==> src/rtl/master_rx_descramble_ctrl.sv <==
// Rx-side descrambler control: decodes Gen1/2 K-codes and Gen3 128b/130b block framing
// into per-byte LFSR advance / XOR enable / reseed controls, aligned with delayed Rx data.
module master_rx_descramble_ctrl #(
  parameter int unsigned BLOCK_SYMS = 16,
  parameter int unsigned MAX_BYTES  = 4
) (
  input  logic                   clk,
  input  logic                   resetn,
  input  logic [2:0]             GEN,
  input  logic [5:0]             PIPEWIDTH,
  input  logic                   turnOff,
  input  logic                   rxValid,
  input  logic [8*MAX_BYTES-1:0] rxData,
  input  logic [MAX_BYTES-1:0]   rxDataK,
  input  logic [1:0]             rxSyncHeader,
  input  logic                   rxStartBlock,
  output logic [8*MAX_BYTES-1:0] rxDataQ,
  output logic                   rxValidQ,
  output logic [1:0]             LFSRSel,
  output logic [MAX_BYTES-1:0]   advance,
  output logic [MAX_BYTES-1:0]   descramblingEnable,
  output logic                   patternReset,
  output logic                   alignError,
  output logic                   syncError
);

  localparam int unsigned CNT_W = $clog2(BLOCK_SYMS);
  localparam int unsigned SUM_W = CNT_W + 1;
  localparam int unsigned NB_W  = $clog2(MAX_BYTES) + 1;

  typedef enum logic [2:0] {
    IDLE      = 3'd0,
    DATA_BLK  = 3'd1,
    SKP_BLK   = 3'd2,
    EIEOS_BLK = 3'd3,
    TS_BLK    = 3'd4,
    OS_BLK    = 3'd5
  } state_t;

  state_t             r_state, w_state_nxt, w_state_eff, w_blk;
  logic [CNT_W-1:0]   r_cnt, w_cnt_nxt, w_cnt_eff, w_base;
  logic [2:0]         r_gen;
  logic [5:0]         r_pw;
  logic               r_cfg_vld;
  logic               w_cfg_chg;
  logic [NB_W-1:0]    w_nbytes;
  logic [MAX_BYTES-1:0] w_mask;
  logic [1:0]         w_sel;
  logic [SUM_W-1:0]   w_sum;
  logic [MAX_BYTES-1:0] w_adv, w_en;
  logic               w_pr, w_align, w_sync;

  // Beat width decode: valid byte count, byte mask and LFSR width select
  always_comb begin
    w_nbytes = NB_W'(MAX_BYTES);
    w_sel    = 2'd2;
    w_mask   = '0;
    if (PIPEWIDTH == 6'd8) begin
      w_nbytes = NB_W'(1);
      w_sel    = 2'd0;
    end else if (PIPEWIDTH == 6'd16) begin
      w_nbytes = NB_W'(2);
      w_sel    = 2'd1;
    end
    for (int i = 0; i < MAX_BYTES; i++) begin
      w_mask[i] = (NB_W'(i) < w_nbytes);
    end
  end

  // Next-state and next-output logic; a GEN/PIPEWIDTH change restarts framing this beat
  always_comb begin
    w_cfg_chg   = r_cfg_vld && ((GEN != r_gen) || (PIPEWIDTH != r_pw));
    w_state_eff = w_cfg_chg ? IDLE : r_state;
    w_cnt_eff   = w_cfg_chg ? '0 : r_cnt;
    w_state_nxt = w_state_eff;
    w_cnt_nxt   = w_cnt_eff;
    w_blk       = IDLE;
    w_base      = w_cnt_eff;
    w_sum       = '0;
    w_adv       = '0;
    w_en        = '0;
    w_pr        = 1'b0;
    w_align     = 1'b0;
    w_sync      = 1'b0;

    if (turnOff) begin
      w_pr        = 1'b1;
      w_adv       = w_mask;
      w_state_nxt = IDLE;
      w_cnt_nxt   = '0;
    end else if (rxValid) begin
      if (GEN < 3'd3) begin
        for (int i = 0; i < MAX_BYTES; i++) begin
          if (w_mask[i]) begin
            w_en[i]  = ~rxDataK[i];
            w_adv[i] = ~(rxDataK[i] && (rxData[8*i +: 8] == 8'h1C));
            if (rxDataK[i] && (rxData[8*i +: 8] == 8'hBC)) begin
              w_pr = 1'b1;
            end
          end
        end
      end else begin
        if (rxStartBlock) begin
          w_align = (w_cnt_eff != '0);
          w_base  = '0;
          case (rxSyncHeader)
            2'b01: w_blk = DATA_BLK;
            2'b10: begin
              case (rxData[7:0])
                8'hAA:        w_blk = SKP_BLK;
                8'h00:        w_blk = EIEOS_BLK;
                8'h1E, 8'h2D: w_blk = TS_BLK;
                default:      w_blk = OS_BLK;
              endcase
            end
            default: w_sync = 1'b1;
          endcase
        end else begin
          w_blk   = w_state_eff;
          w_align = (w_state_eff == IDLE) && !w_cfg_chg;
        end

        w_sum = SUM_W'(w_base) + SUM_W'(w_nbytes);
        if (w_blk != IDLE) begin
          for (int i = 0; i < MAX_BYTES; i++) begin
            if (w_mask[i]) begin
              case (w_blk)
                DATA_BLK: begin
                  w_adv[i] = 1'b1;
                  w_en[i]  = 1'b1;
                end
                SKP_BLK: ;
                TS_BLK: begin
                  w_adv[i] = 1'b1;
                  w_en[i]  = !((w_base == '0) && (i == 0));
                end
                default: w_adv[i] = 1'b1;
              endcase
            end
          end
          w_pr = (w_blk == EIEOS_BLK) && (w_sum >= SUM_W'(BLOCK_SYMS));
          if (w_sum >= SUM_W'(BLOCK_SYMS)) begin
            w_state_nxt = IDLE;
            w_cnt_nxt   = '0;
          end else begin
            w_state_nxt = w_blk;
            w_cnt_nxt   = w_sum[CNT_W-1:0];
          end
        end else begin
          w_state_nxt = IDLE;
          w_cnt_nxt   = '0;
        end
      end
    end
  end

  // State and output registers
  always_ff @(posedge clk or negedge resetn) begin
    if (!resetn) begin
      r_state            <= IDLE;
      r_cnt              <= '0;
      r_gen              <= '0;
      r_pw               <= '0;
      r_cfg_vld          <= 1'b0;
      rxDataQ            <= '0;
      rxValidQ           <= 1'b0;
      LFSRSel            <= '0;
      advance            <= '0;
      descramblingEnable <= '0;
      patternReset       <= 1'b0;
      alignError         <= 1'b0;
      syncError          <= 1'b0;
    end else begin
      r_state            <= w_state_nxt;
      r_cnt              <= w_cnt_nxt;
      r_gen              <= GEN;
      r_pw               <= PIPEWIDTH;
      r_cfg_vld          <= 1'b1;
      rxDataQ            <= rxData;
      rxValidQ           <= rxValid;
      LFSRSel            <= w_sel;
      advance            <= w_adv;
      descramblingEnable <= w_en;
      patternReset       <= w_pr;
      alignError         <= w_align;
      syncError          <= w_sync;
    end
  end

endmodule

==> config.mk <==
export PLATFORM = sky130hd
export DESIGN_NAME = master_rx_descramble_ctrl
export DESIGN_NICKNAME = d
export VERILOG_FILES = /design/src/rtl/master_rx_descramble_ctrl.sv
export SDC_FILE = /design/constraint.sdc
export NUM_CORES = 1
export LEC_CHECK = 0
export BUFFER_PORTS_ARGS = -buffer_cell sky130_fd_sc_hd__buf_2
export CAP_MARGIN = 20
export CORE_MARGIN = 3
export CORE_UTILIZATION = 35
export CTS_CLUSTER_SIZE = 8
export DETAILED_ROUTE_END_ITERATION = 8
export HOLD_SLACK_MARGIN = 0.08
export SETUP_SLACK_MARGIN = 0.5
export SYNTH_ARGS = -nofsm -noshare
export SYNTH_HDL_FRONTEND = slang
export SYNTH_SLANG_ARGS = --single-unit
==> constraint.sdc <==
create_clock -name clk -period 3.3 [get_ports clk]
set_input_delay 0 -clock clk [delete_from_list [all_inputs] [get_ports clk]]
set_output_delay 0 -clock clk [all_outputs]
set_load 0.005 [all_outputs]
---- Word level (Yosys, flattened, before mapping) ----
Index checks and enable logic that the tools add are counted.
Widths: inputs -> output; s select.
word-level totals
  word-level logic and storage cells ...... 145
  output and inout bits ................... 46
  register bits after elaboration ......... 63
  input port bits ......................... 52
operators by class
  add/sub/neg operators ................... 1
  equality and inequality tests ........... 21
  bitwise gates (word level) .............. 8
  magnitude comparators ................... 6
  mux-type cells .......................... 74
  reduce and logical (&&, ||, !) cells .... 22
operators by type and width
  operator            number
  $mux 4              18
  $eq 8x5->1 const B  5
  $eq 8x8->1 const B  5
  $mux 1              39
  $mux 3              12
  $logic_and 1x1->1   11
  $pmux 3 s3          1
  $eq 8x6->1 const B  1
  $logic_not 8->1     1
  $not 1->1           8
  $eq 3x2->1 const B  2
  $eq 6x4->1 const B  1
  $eq 6x5->1 const B  1
  $lt 1x3->1 const A  2
  $lt 2x3->1 const A  2
  $ne 6x6->1          1
  $pmux 3 s2          1
  $reduce_or 2->1     3
  $add 4x3->5         1
  $ge 5x5->1 const B  1
  $logic_not 4->1     1
  $mux 2              2
  $reduce_bool 4->1   1
  $eq 3x1->1 const B  1
  10 further kinds    11

---- Logic depth before layout (Yosys ltp) ----
  depth after elaboration ................. 16
  mapped depth ............................ 11
  gate-level depth less buffers ........... 10

---- Least setup slack after synthesis ----
Ideal clock, no wire load.
  path type ............................... reg2reg
  from .................................... reg r_pw[2]
  to ...................................... reg r_cnt[0]
  required time ........................... 3,234 ps
  buffers on the path ..................... 1
  arrival ................................. 2,480 ps
  stages on the path, launching flop included .. 12
  slack ................................... 754 ps
  period minus slack after synthesis ...... 2,546 ps
  setup time .............................. 66 ps
  cells stage by stage .................... dfrtp_1 xnor2_1 nand4_1 o41ai_2 buf_4 and2_2 ha_1 fa_1 a21oi_1 and3b_2 nor4_2 a22o_1
on the way
  word-level cells in the longest chain between the ends .. 15
  elaborated cells between the ends (all ways) .. 21
  those cells by class .................... add/sub (1); order compare (1); eq/ne (1); mux (15); reduce/logical (3)
ends and longest elaborated chain
  what                      RTL line  RTL
  start: declaration        43        logic [5:0] r_pw;
  start signal: assignment  163       r_pw <= '0;
  start signal: assignment  177       r_pw <= PIPEWIDTH;
  $ne 6x6->1 *              72        w_cfg_chg = r_cfg_vld && ((GEN != r_gen) || (PIPEWIDTH != r_pw));
  $logic_or 1x1->1 *        72
  $logic_and 1x1->1 *       72
  $mux 4                    74        w_cnt_eff = w_cfg_chg ? '0 : r_cnt;
  $mux 4                    103       if (rxStartBlock) begin
  $mux 4                    92        if (GEN < 3'd3) begin
  $mux 4                    91        end else if (rxValid) begin
  $mux 4                    86        if (turnOff) begin
  $add 4x3->5               123       w_sum = SUM_W'(w_base) + SUM_W'(w_nbytes);
  $ge 5x5->1                142       if (w_sum >= SUM_W'(BLOCK_SYMS)) begin
  $mux 4                    142
  $mux 4                    124       if (w_blk != IDLE) begin
  $mux 4                    92
  $mux 4 *                  91
  $mux 4 *                  86
  named net w_cnt_nxt[0]    41        logic [CNT_W-1:0] r_cnt, w_cnt_nxt, w_cnt_eff, w_base;
  end signal: assignment    175       r_cnt <= w_cnt_nxt;
  end: declaration          41
Mark *: on every way through the listed nets, which the timed path passes. The rest lies on a longest branch. The select of a mux whose other input is x is not followed.

---- Final worst setup path ----
  from .................................... reg r_pw[4]
  to ...................................... reg r_cnt[0]
Same word-level chain as after synthesis.

==> metrics.md <==
| Metric | Value |
|---|---|
| Power per cell area | between 400 and 500 nW/µm² |
| Setup crit start | r_pw[4]$_DFF_PN0_ |
| Clk pwr share | 0.438 |
| Fin. Hold Viols | 0 |
| Status | completed |
| First-pass GRT wire length | 11.32 mm |
| Total track usage | 0.1694 |
| CP max stage cell | o41ai_4 |
| Yosys warnings | 0 |
| Reg2Reg Setup Slack | between 0.6 and 0.7 ns |
| Final period utilization | 0.7989 |
| Total Power | 0.001859 W |
| Pleak | roughly 1.9 nW |
| Slew @ Worst Pin | roughly 0.68 ns |
| Switching Power | just under 0.0004 W |
| Post-synth net total | roughly 270 |
| DIE HEIGHT | roughly 90 µm |
| Post-synth top area share | 0.6006 |
| Post-Syn Instances | ~210 |
| Core area | between 7000 and 8000 µm² |
| Final Instance Area | a little over 4000 µm² |
| Number of antenna violations at the first check in global routing | 0 |
| Cell Chain, Critical Path | xnor2_1 -> nand3_1 -> o41ai_4 -> and2_2 -> ha_1 -> a21oi_1 -> and3b_2 -> nor4_4 -> a22o_1 |
| WS Path Type | reg2reg |
| Crit path max fanout | 7 |
| Wire per inst | 15.01 µm |
| Vias | 2232 |
| Crit-path max cell delay | ~0.46 ns |
| Total gr overflow | 0 |
| CP endpoint | r_cnt[0]$_DFF_PN0_ |
| Final GP Congestion | 0.8175 |
| RSZ-0062 raised after global routing | false |
| Max Cap Violations | 0 |
| 1st-pass router iterations | 4 |
| Int Power | between 0.001 and 0.0015 W |
| Worst hold slack | between 0.15 and 0.2 ns |
| Clock Path Buffers | 2 |
| Row count | 30 |
| P&R area growth vs syn | 53.67% |
| Sequential Power Share | 0.439 |
| Setup crit start kind | register |
| HP Class | in2async |
| Ys async rst share | 1.000 |
| H-tree Lvls | 3 |
| Largest net degree at the start of global routing | 47 |
| Number of global-route vias before repair | 2286 |
| Residual DRC | 0 |
| Final #Nets | 429 |
| CTS tree | yes |
| Die footprint | 8575 µm² |
| DRT Wirelength | approximately 7 mm |
| Worst EP required | around 3.6 ns |
| Filler Cell Count | 600 |
| Initial DRC Count | slightly below 80 |
| ANT cells | 0 |
| Worst EP arrival | just under 3 ns |
| Maximum clock skew at final layout | 0.005805 ns |
| Share of layout cells above drive strength 1 | 0.3547 |
| Clk Latency, worst-skew pair | 0.33 ns |
| Die width | 92.60 µm |
| Setup_tns | 0 ns |
| Worst relative slew slack | 0.5472 |
| I/O pin total | 98 |
| Post-DRT Antenna Nets | 0 |
| Main synth FF type | dfrtp_1 |
| Final worst path period need | roughly 2.6 ns |
| Final setup viols | 0 |
| Starting density of the core | 0.3740 |
| Most frequent cells in the layout | 97 x buf_2, 63 x dfrtp_1, 50 x dlygate4sd3_1 |
| Sequential element share of the synthesized area | 0.6006 |
| R2R cell count | 9 |
| Clock sinks | between 60 and 70 |
| Synthesized area per cell | around 12 µm² |
| VDD IR max | 0.3005 mV |
| Net switching fraction of the power | 0.2126 |
| Worst Setup End Kind | register |
| Clock root cell | clkbuf_8 |
| Cell family with most CP delay | simple AND/OR/NAND/NOR gates |
| Reg2reg end | r_cnt[0]$_DFF_PN0_ |
| Post-synth cell types | 55 |
| Clk slew on worst S/H paths | 0.07 ns |
| Mapped Area | around 2600 µm² |
| Most common cell after layout, fill and taps aside | buf_2 |
| Buf/Inv on CP | 0 |
| Area contributors post-synth | dfrtp_1 60%, xnor2_1 3.0%, ha_1 2.4% |
| Reg-to-reg startpoint | r_pw[4]$_DFF_PN0_ |
| Dominant cell type by area after synthesis | dfrtp_1 |
| Vias per inst | 4.739 |
| Pins over their slew limit | 0 |
| Port bufs | 97 |
| Register bit total from synthesis | 63 |
| CTS buffer count | 9 |
| DPL Wire Length | roughly 4.8 mm |
| Achievable Freq | 0.3793 GHz |
| Combinational Power Share | 0.123 |
| EDFF count, synth | 0 |
| Worst path depth | 9 |
| Placed instance area | 3231 µm² |
-- repair_timing --
action / 4_1_cts / 5_1_grt
resized for setup: 0 / 3
endpoints found under the setup margin: 0 / 8
endpoints found under the hold margin: 101 / 0
buffers inserted: 0 / 2
hold buffers: 50 / 0
-- flip-flops by register name, indices dropped and copies added, names as in the netlist --
| signal | cells |
|---|---|
| LFSRSel | 2 |
| advance | 4 |
| alignError | 1 |
| descramblingEnable | 4 |
| patternReset | 1 |
| r_cfg_vld | 1 |
| r_cnt | 4 |
| r_gen | 3 |
| r_pw | 6 |
| r_state | 3 |
| rxDataQ | 32 |
| rxValidQ | 1 |
| syncError | 1 |
-- cells in the mapped netlist, types with 2 or more instances --
cell type,count
dfrtp_1,63
nor3b_1,3
nand2_1,15
o21bai_1,2
and2_2,3
and4bb_2,2
and4b_1,2
ha_1,5
nand4b_1,2
a21oi_1,9
nand3_1,5
o21ai_0,5
nand3b_1,2
nor4_1,2
o41ai_1,3
a22o_1,6
a211oi_1,3
nand4_1,5
nor3_1,4
xor2_1,4
xnor2_1,9
nor2b_1,2
inv_1,6
or3_1,6
clkbuf_1,2
a21o_1,2
or2_2,2
o21ai_1,2
or4_1,3
nor2_1,7
-- worst register-to-register path: stages, from the launching register on --
cell	delay [ns]
dfrtp_1	0.37
xnor2_1	0.15
nand3_1	0.16
o41ai_4	0.46
and2_2	0.22
ha_1	0.26
a21oi_1	0.14
and3b_2	0.26
nor4_4	0.35
a22o_1	0.20
-- cell type report --
cell class	instances	area (µm²)	area share
Tap cell	96	120.1	0.02978
Clock buffer	12	155.1	0.03846
Timing Repair Buffer	152	1036	0.2568
Clock inverter	3	90.09	0.02233
Inverter	6	22.52	0.005583
Multi-Input combinational cell	139	1033	0.2562
Sequential cell	63	1577	0.3908
-- worst min path at each step --
stage	from	to	slack, ns	cells after the start
2_1_floorplan	resetn	LFSRSel[0]$_DFF_PN0_	-0.30	0
3_5_place_dp	rxData[18]	rxDataQ[18]$_DFF_PN0_	0.12	1
4_1_cts	rxData[19]	rxDataQ[19]$_DFF_PN0_	0.30	2
5_1_grt	resetn	rxDataQ[9]$_DFF_PN0_	0.19	2
3_3_place_gp	rxData[19]	rxDataQ[19]$_DFF_PN0_	0.12	1
6_report	resetn	rxDataQ[5]$_DFF_PN0_	0.16	2
-- cells by family (layout without fill, tap and decap cells) --
family	count (synthesis)	after routing	synth area share
compound gates	46	46	0.1373
buf+inv	9	173	0.01430
xor+xnor	13	13	0.04337
flops	63	63	0.6006
simple gates	73	73	0.1716
other cells	1	1	0.001429
fa+ha+maj	6	6	0.03146
-- metrics by stage --
step             util  instances  setup slack, ns
6_report       0.5747        471           0.6636
5_1_grt        0.5747        471           0.4725
4_1_cts        0.5665        468           0.5074
3_5_place_dp   0.4603        403           0.5240
3_3_place_gp   0.4603        403           0.6373
2_1_floorplan       -        211           0.7540
-- per-layer routing --
layer / share of wire / vias to the layer above / global-route usage
met5: 0 / - / 0
met4: 0.021 / 0 / 0.08540
met3: 0.066 / 10 / 0.03818
met2: 0.49 / 82 / 0.2725
met1: 0.42 / 1042 / 0.2138
li1: - / 1098 / -
-- power by group through the flow --
stage / registers (W) / clock network, W / logic (W)
final: 0.000817 / 0.000815 / 0.000228
after floorplan: 0.000836 / 0 / 0.0000622
after CTS: 0.000816 / 0.000838 / 0.000222
after detailed placement: 0.000831 / 0 / 0.000176
after global placement: 0.000830 / 0 / 0.000173
after global routing: 0.000820 / 0.000872 / 0.000251
No activity file was read; power rests on OpenSTA's default activity.
